[src/rtl/regfile_pkg.sv]
// Shared types and default sizing for the register-file write scheduler.
package regfile_pkg;

   localparam int REG_DEPTH = 32;
   localparam int REG_BITS  = 64;
   localparam int REG_AW    = $clog2(REG_DEPTH);

   typedef enum logic {
      CLEAR = 1'b0,
      RUN   = 1'b1
   } state_t;

   typedef struct packed {
      logic                valid;
      logic [REG_AW-1:0]   addr;
      logic [REG_BITS-1:0] data;
   } wr_req_t;

endpackage

[src/rtl/regfile_write_scheduler_if.sv]
// Bundle of writeback, load-return, register-file and status signals around the scheduler.
interface regfile_write_scheduler_if
   import regfile_pkg::*;
#(
   parameter int DEPTH = REG_DEPTH,
   parameter int BITS  = REG_BITS
);
   localparam int AW = $clog2(DEPTH);

   logic             wb_valid;
   logic [AW-1:0]    wb_addr;
   logic [BITS-1:0]  wb_data;
   logic             ld_valid;
   logic             ld_ready;
   logic [AW-1:0]    ld_addr;
   logic [BITS-1:0]  ld_data;
   logic [AW-1:0]    rf_addressw;
   logic [BITS-1:0]  rf_writeData;
   logic             rf_writeEn;
   logic             busy;
   logic [DEPTH-1:0] pending_mask;

   modport master (
      output wb_valid, wb_addr, wb_data, ld_valid, ld_addr, ld_data,
      input  ld_ready, rf_addressw, rf_writeData, rf_writeEn, busy, pending_mask
   );

   modport slave (
      input  wb_valid, wb_addr, wb_data, ld_valid, ld_addr, ld_data,
      output ld_ready, rf_addressw, rf_writeData, rf_writeEn, busy, pending_mask
   );
endinterface

[src/rtl/regfile_write_scheduler_hot_bit.sv]
// One-hot decoder: sets bit idx of hot when en is high, otherwise all zero.
module Hot_Bit #(
   parameter int N  = 32,
   parameter int AW = $clog2(N)
) (
   input  logic [AW-1:0] idx,
   input  logic          en,
   output logic [N-1:0]  hot
);
   always_comb begin
      hot = '0;
      if (en) hot[idx] = 1'b1;
   end
endmodule

[src/rtl/regfile_write_scheduler.sv]
// Owns the register file write port: post-reset clear sweep, then writeback/load arbitration
// with a single-entry load holding buffer.
//
//   state | meaning
//   CLEAR | writing zero to r1..r(DEPTH-1), one per cycle; loads refused, busy high
//   RUN   | writeback > buffered load > direct load on the single write port
module regfile_write_scheduler
   import regfile_pkg::*;
#(
   parameter int DEPTH = REG_DEPTH,
   parameter int BITS  = REG_BITS
) (
   input logic                      clk,
   input logic                      rst,
   regfile_write_scheduler_if.slave bus
);
   localparam int AW = $clog2(DEPTH);
   localparam logic [AW-1:0] LAST_IDX = AW'(DEPTH - 1);

   state_t          state_q, state_d;
   logic [AW-1:0]   clr_idx_q, clr_idx_d;
   wr_req_t         buf_q, buf_d;
   logic [AW-1:0]   last_addr_q, last_addr_d;
   logic [BITS-1:0] last_data_q, last_data_d;

   wr_req_t port_req;
   logic    ld_ready;
   logic    wb_hit;
   logic    ld_take;

   always_ff @(posedge clk or posedge rst) begin
      if (rst) begin
         state_q     <= CLEAR;
         clr_idx_q   <= AW'(1);
         buf_q       <= '0;
         last_addr_q <= '0;
         last_data_q <= '0;
      end else begin
         state_q     <= state_d;
         clr_idx_q   <= clr_idx_d;
         buf_q       <= buf_d;
         last_addr_q <= last_addr_d;
         last_data_q <= last_data_d;
      end
   end

   always_comb begin
      state_d = state_q;
      case (state_q)
         CLEAR:   if (clr_idx_q == LAST_IDX) state_d = RUN;
         RUN:     state_d = RUN;
         default: state_d = CLEAR;
      endcase
   end

   // Request qualification only looks at registered state, so ld_ready has no input path.
   assign ld_ready = (state_q == RUN) && !buf_q.valid;
   assign wb_hit   = (state_q == RUN) && bus.wb_valid && (bus.wb_addr != '0);
   assign ld_take  = ld_ready && bus.ld_valid && (bus.ld_addr != '0);

   always_comb begin
      port_req.valid = 1'b0;
      port_req.addr  = last_addr_q;
      port_req.data  = last_data_q;
      if (state_q == CLEAR) begin
         port_req.valid = 1'b1;
         port_req.addr  = clr_idx_q;
         port_req.data  = '0;
      end else if (wb_hit) begin
         port_req.valid = 1'b1;
         port_req.addr  = bus.wb_addr;
         port_req.data  = bus.wb_data;
      end else if (buf_q.valid) begin
         port_req = buf_q;
      end else if (ld_take) begin
         port_req.valid = 1'b1;
         port_req.addr  = bus.ld_addr;
         port_req.data  = bus.ld_data;
      end
   end

   always_comb begin
      clr_idx_d   = clr_idx_q;
      buf_d       = buf_q;
      last_addr_d = port_req.valid ? port_req.addr : last_addr_q;
      last_data_d = port_req.valid ? port_req.data : last_data_q;
      if (state_q == CLEAR) begin
         clr_idx_d = (clr_idx_q == LAST_IDX) ? AW'(1) : clr_idx_q + AW'(1);
      end else begin
         if (!wb_hit && buf_q.valid) buf_d.valid = 1'b0;
         // A younger writeback to the same register makes the buffered load stale.
         if (wb_hit && buf_q.valid && (buf_q.addr == bus.wb_addr)) buf_d.valid = 1'b0;
         if (wb_hit && ld_take) begin
            buf_d.valid = 1'b1;
            buf_d.addr  = bus.ld_addr;
            buf_d.data  = bus.ld_data;
         end
      end
   end

   assign bus.ld_ready     = ld_ready;
   assign bus.rf_writeEn   = port_req.valid;
   assign bus.rf_addressw  = port_req.addr;
   assign bus.rf_writeData = port_req.data;
   assign bus.busy         = (state_q == CLEAR);

   Hot_Bit #(.N(DEPTH), .AW(AW)) u_pending_hot (
      .idx (buf_q.addr),
      .en  (buf_q.valid),
      .hot (bus.pending_mask)
   );
endmodule

[src/flat_wrapper.sv]
// flat-port wrapper written by rule: the top's interface ports become plain ports
module regfile_write_scheduler_flat import regfile_pkg::*;
#(
   parameter int DEPTH = REG_DEPTH,
   parameter int BITS  = REG_BITS
)
  (clk, rst, bus_wb_valid, bus_wb_addr, bus_wb_data, bus_ld_valid, bus_ld_addr, bus_ld_data, bus_ld_ready, bus_rf_addressw, bus_rf_writeData, bus_rf_writeEn, bus_busy, bus_pending_mask);
  regfile_write_scheduler_if #(.DEPTH(DEPTH), .BITS(BITS)) bus_i ();
  input logic clk;
  input logic rst;
  input wire logic [$bits(bus_i.wb_valid)-1:0] bus_wb_valid;
  input wire logic [$bits(bus_i.wb_addr)-1:0] bus_wb_addr;
  input wire logic [$bits(bus_i.wb_data)-1:0] bus_wb_data;
  input wire logic [$bits(bus_i.ld_valid)-1:0] bus_ld_valid;
  input wire logic [$bits(bus_i.ld_addr)-1:0] bus_ld_addr;
  input wire logic [$bits(bus_i.ld_data)-1:0] bus_ld_data;
  output wire logic [$bits(bus_i.ld_ready)-1:0] bus_ld_ready;
  output wire logic [$bits(bus_i.rf_addressw)-1:0] bus_rf_addressw;
  output wire logic [$bits(bus_i.rf_writeData)-1:0] bus_rf_writeData;
  output wire logic [$bits(bus_i.rf_writeEn)-1:0] bus_rf_writeEn;
  output wire logic [$bits(bus_i.busy)-1:0] bus_busy;
  output wire logic [$bits(bus_i.pending_mask)-1:0] bus_pending_mask;
  assign bus_i.wb_valid = bus_wb_valid;
  assign bus_i.wb_addr = bus_wb_addr;
  assign bus_i.wb_data = bus_wb_data;
  assign bus_i.ld_valid = bus_ld_valid;
  assign bus_i.ld_addr = bus_ld_addr;
  assign bus_i.ld_data = bus_ld_data;
  assign bus_ld_ready = bus_i.ld_ready;
  assign bus_rf_addressw = bus_i.rf_addressw;
  assign bus_rf_writeData = bus_i.rf_writeData;
  assign bus_rf_writeEn = bus_i.rf_writeEn;
  assign bus_busy = bus_i.busy;
  assign bus_pending_mask = bus_i.pending_mask;
  regfile_write_scheduler #(.DEPTH(DEPTH), .BITS(BITS)) u_core (.clk(clk), .rst(rst), .bus(bus_i));
endmodule
[config.mk]
export PLATFORM = sky130hd
export DESIGN_NAME = regfile_write_scheduler_flat
export DESIGN_NICKNAME = d
export VERILOG_FILES = /design/src/rtl/regfile_pkg.sv /design/src/rtl/regfile_write_scheduler_if.sv /design/src/rtl/regfile_write_scheduler_hot_bit.sv /design/src/rtl/regfile_write_scheduler.sv /design/src/flat_wrapper.sv
export SDC_FILE = /design/constraint.sdc
export NUM_CORES = 1
export LEC_CHECK = 0
export CAP_MARGIN = 15
export CORE_UTILIZATION = 44
export CTS_BUF_LIST = sky130_fd_sc_hd__clkbuf_4
export CTS_CLUSTER_DIAMETER = 60
export DETAILED_ROUTE_END_ITERATION = 7
export PLACE_DENSITY = 0.78
export SYNTH_ARGS = -nofsm -noshare
export SYNTH_HDL_FRONTEND = slang
export SYNTH_SLANG_ARGS = --single-unit
[constraint.sdc]
create_clock -name clk -period 4.3 [get_ports clk]
set_input_delay 0.43 -clock clk [delete_from_list [all_inputs] [get_ports clk]]
set_output_delay 0.43 -clock clk [all_outputs]
set_load 0.03 [all_outputs]
==> summary.txt, run 1 <==
Outcome
  – Status: finished, final reports clean

Yosys
  – Sequential share of the synthesized area: a little under half
  – Synth Cell Area: between 7000 and 8000 µm²
  – Synthesis-stage register bit count: 145
  – Post-synth top area cell: dfrtp_1
  – Post-synth top area share: 45.8%
  – Syn. warnings: 0
  – Mapped Nets: 882
  – Main area contributors after synthesis: dfrtp_1 (46%), o221ai_1 (14%), mux2_2 (8.6%)
  – Post-synthesis instance total: around 740
  – Mapped Avg Cell Area: 10.7 µm²
  – Yosys cell types: between 40 and 50

Routing
  – Drt first pass iters: 5
  – Vias per std cell: about 6.0
  – Number of routed nets with antenna violations: 0
  – Vias post-DR: about 7000
  – Initial DRC Count: about 350
  – WL/cell: about 18 µm
  – Final WL: 21800 µm
  – DRC viols: 0

GRT
  – Vias in the first global route: around 6800
  – Grt peak-use layer: met2
  – Initial antenna violation count: 1
  – Global-route wire length before repair: between 30000 and 40000 µm
  – Largest net degree at the start of global routing: about 90
  – GR Util All Layers: 23.9%
  – Met2 GRT Util: roughly 38%
  – M3 GR Usage: between 5 and 6%
  – Met1 usage: 31.5%
  – Remaining Overflow, GRT: 0

Worst hold path
  – Worst min-delay path class: primary input to async pin

Place
  – Port Buffers: about 250
  – Placement Cell Area: between 10000 and 15000 µm²
  – Detailed placement HPWL: ~15000 µm
  – Placer congestion estimate: ~0.84
  – Placed cell count: 1149

Pwr
  – Pwr Total: around 4.2 mW
  – Peak supply drop: about 0.17 mV
  – Pint: between 2 and 3 mW
  – Switching share of power: around 33%
  – Switching pwr: between 1 and 1.5 mW
  – Clk pwr share: a little under a quarter
  – Seq pwr share: 42.5%
  – Power Density: 386 nW/µm²
  – Leakage: approximately 4.5 nW
  – Gate power share: about a third

Floorplanning
  – I/O Pins: 246
  – Die Wd: ~140 µm
  – Starting Density: 45.2%
  – Die Height: between 100 and 150 µm
  – Core box area: between 15000 and 20000 µm²
  – Die area: around 18000 µm²
  – Row cnt: between 40 and 50

Timing
  – RSZ-0062 raised after global routing: false
  – Sum Neg Setup Slack: 0 ns
  – Post-route clock period utilization: 87.7%
  – Hold WS: 0.144 ns
  – Max frequency: roughly 270 MHz
  – Worst-margin pin slew: around 0.83 ns
  – Worst Skew: 0.0175 ns
  – Count of final max-slew check failures: 0
  – Max transition margin: between 40% and 50%
  – Final worst path period need: 3.77 ns
  – Fin. Hold Viols: 0
  – Setup violations, final: 0

CTS
  – Worst-Skew Late Latency: about 0.55 ns
  – Root Buffer: clkbuf_4
  – Hold-fix buffers, CTS: 0
  – H-Tree Depth: 4
  – PostCTS Resize Cnt: 0
  – CTS tree: built
  – Longest Clk Path Bufs: 2
  – Post-CTS setup buffer count: 0
  – CTS clk-pin slew, worst paths: between 0.1 and 0.15 ns
  – Num CTS Buffers: 17
  – Sink Count: 145

Setup path
  – Crit path kind: primary input to primary output
  – CP endpoint kind: primary output
  – R2R setup slack: between 1 and 1.5 ns
  – Worst Path Max Fanout: 25
  – Reg2reg end: u_core.buf_q[52]
  – Critical path startpoint category: primary input
  – Worst reg-to-reg path cell count: 6
  – Required @ worst endpoint: around 3.9 ns
  – Arrival @ worst endpoint: between 3 and 4 ns
  – Reg2reg start: u_core.buf_q[69]

Finish
  – Share of cells above drive strength 1: between 10% and 20%
  – Fin cells: between 1000 and 1500
  – Area Overhead vs Synth: 37.3%
  – Design area: roughly 11000 µm²
  – Final #Nets: roughly 1100

Flow run
  – Max cap viols: 0
through the flow:
stage	worst slack (ns)	util [%]
global placement	0.599	60.2
global route	0.390	62.1
floorplan	1.21	-
CTS	0.482	62.1
detailed placement	0.534	60.2
finish	0.529	62.1
logic make-up after synthesis:
group           count (synthesis)  synth area share (%)
compound gates                165                  17.5
xor+xnor                        5                 0.556
fa+ha+maj                       2                 0.318
buf+inv                        85                  4.77
flops                         145                  46.1
mux                           133                  18.4
simple gates                  203                  12.4
sequential cells by signal (all words and copies together) (netlist names):
register            count
u_core.buf_q           70
u_core.last_data_q     64
u_core.clr_idx_q        5
u_core.last_addr_q      5
u_core.state_q          1
power groups by stage:
stage,Sequential (mW),Clock [mW],Combinational (mW)
finish,1.77,0.965,1.43
global placement,1.78,0,1.42
detailed placement,1.80,0,1.44
CTS,1.77,0.995,1.44
floorplan,1.73,0,0.965
global route,1.80,1.05,1.54
layout by cell type (no fill, tap or decap), types with 5 or more instances in the layout:
master	instances
mux2_2	60
dfrtp_1	142
mux2_4	9
clkbuf_4	18
o21ai_0	14
nand3b_1	5
buf_4	16
nor2_1	39
clkinvlp_4	6
nand4_1	51
a21oi_1	5
o221ai_1	130
nand3_1	20
clkdlybuf4s50_1	245
mux2i_1	64
nand2_1	72
worst max-delay path by stage:
stage	start	end	cells past startpoint
after floorplan	u_core.state_q	bus_rf_writeData[0]	7
after global placement	bus_ld_addr[2]	bus_rf_writeData[43]	7
after detailed placement	bus_ld_addr[3]	bus_rf_writeData[43]	7
after CTS	u_core.buf_q[69]	bus_rf_writeData[43]	6
after global routing	u_core.buf_q[69]	bus_rf_writeData[60]	6
final	bus_ld_addr[3]	bus_rf_writeData[43]	7
synth_stat cells:
cell,n
a211o_1,1
a21oi_1,5
a221oi_1,4
a22o_1,1
a2bb2oi_1,1
a311oi_1,1
a31o_2,2
a31oi_1,1
and2_1,1
and3_1,4
and3b_1,1
buf_1,3
buf_2,21
buf_6,4
clkbuf_1,51
clkinv_1,1
dfrtp_1,144
dfstp_2,1
ha_1,2
inv_1,5
mux2_2,60
mux2_4,9
mux2i_1,64
nand2_1,73
nand2b_1,1
nand3_1,20
nand3b_1,5
nand4_1,51
nor2_1,40
nor3_1,1
nor4_1,1
o211ai_1,3
o21ai_0,14
o21ai_2,1
o21ai_4,1
o221ai_1,130
or2_2,1
or3_1,1
or3b_2,1
or4_1,2
xnor2_1,2
xor2_1,3
critical path, stage by stage:
cell,delay (ns)
clkdlybuf4s50_1,0.48
or4_1,0.63
o21ai_4,0.23
buf_4,0.42
mux2i_1,0.34
o221ai_1,0.15
clkdlybuf4s50_1,0.63
cell type report:
| cell class | count | area, µm² |
|---|---|---|
| repair buffers | 265 | 2650 |
| multi-input cells | 508 | 3890 |
| well taps | 225 | 282 |
| clock buffers | 18 | 135 |
| diodes | 1 | 2.50 |
| inverters | 6 | 26.3 |
| fillers | 1482 | 6600 |
| clock inverters | 14 | 189 |
| flip-flops and latches | 145 | 3630 |
metal layers:
layer  routed length, µm  vias to the layer above  part of all wire [%]
li1                    -                     3322                     -
met1                9420                     3493                    43
met2               10600                      252                    48
met3                1460                       31                   6.7
met4                 360                        0                   1.6
met5                   0                        -                     0
Power figures use the tool's default switching activity.
==> inputs of run 2 (changes only) <==
--- a/config.mk
+++ b/config.mk
@@ -11,6 +11,7 @@
 export CTS_CLUSTER_DIAMETER = 60
 export DETAILED_ROUTE_END_ITERATION = 7
 export PLACE_DENSITY = 0.78
+export SKIP_CTS_REPAIR_TIMING = 1
 export SYNTH_ARGS = -nofsm -noshare
 export SYNTH_HDL_FRONTEND = slang
 export SYNTH_SLANG_ARGS = --single-unit
==> results of run 2 <==
Final layout, timing and power as in run 1 (identical DEF).
==> inputs of run 3 (changes only) <==
--- a/config.mk
+++ b/config.mk
@@ -5,7 +5,7 @@
 export SDC_FILE = /design/constraint.sdc
 export NUM_CORES = 1
 export LEC_CHECK = 0
-export CAP_MARGIN = 15
+export CAP_MARGIN = 20
 export CORE_UTILIZATION = 44
 export CTS_BUF_LIST = sky130_fd_sc_hd__clkbuf_4
 export CTS_CLUSTER_DIAMETER = 60
==> results of run 3 <==
Final layout, timing and power as in run 1 (identical DEF).
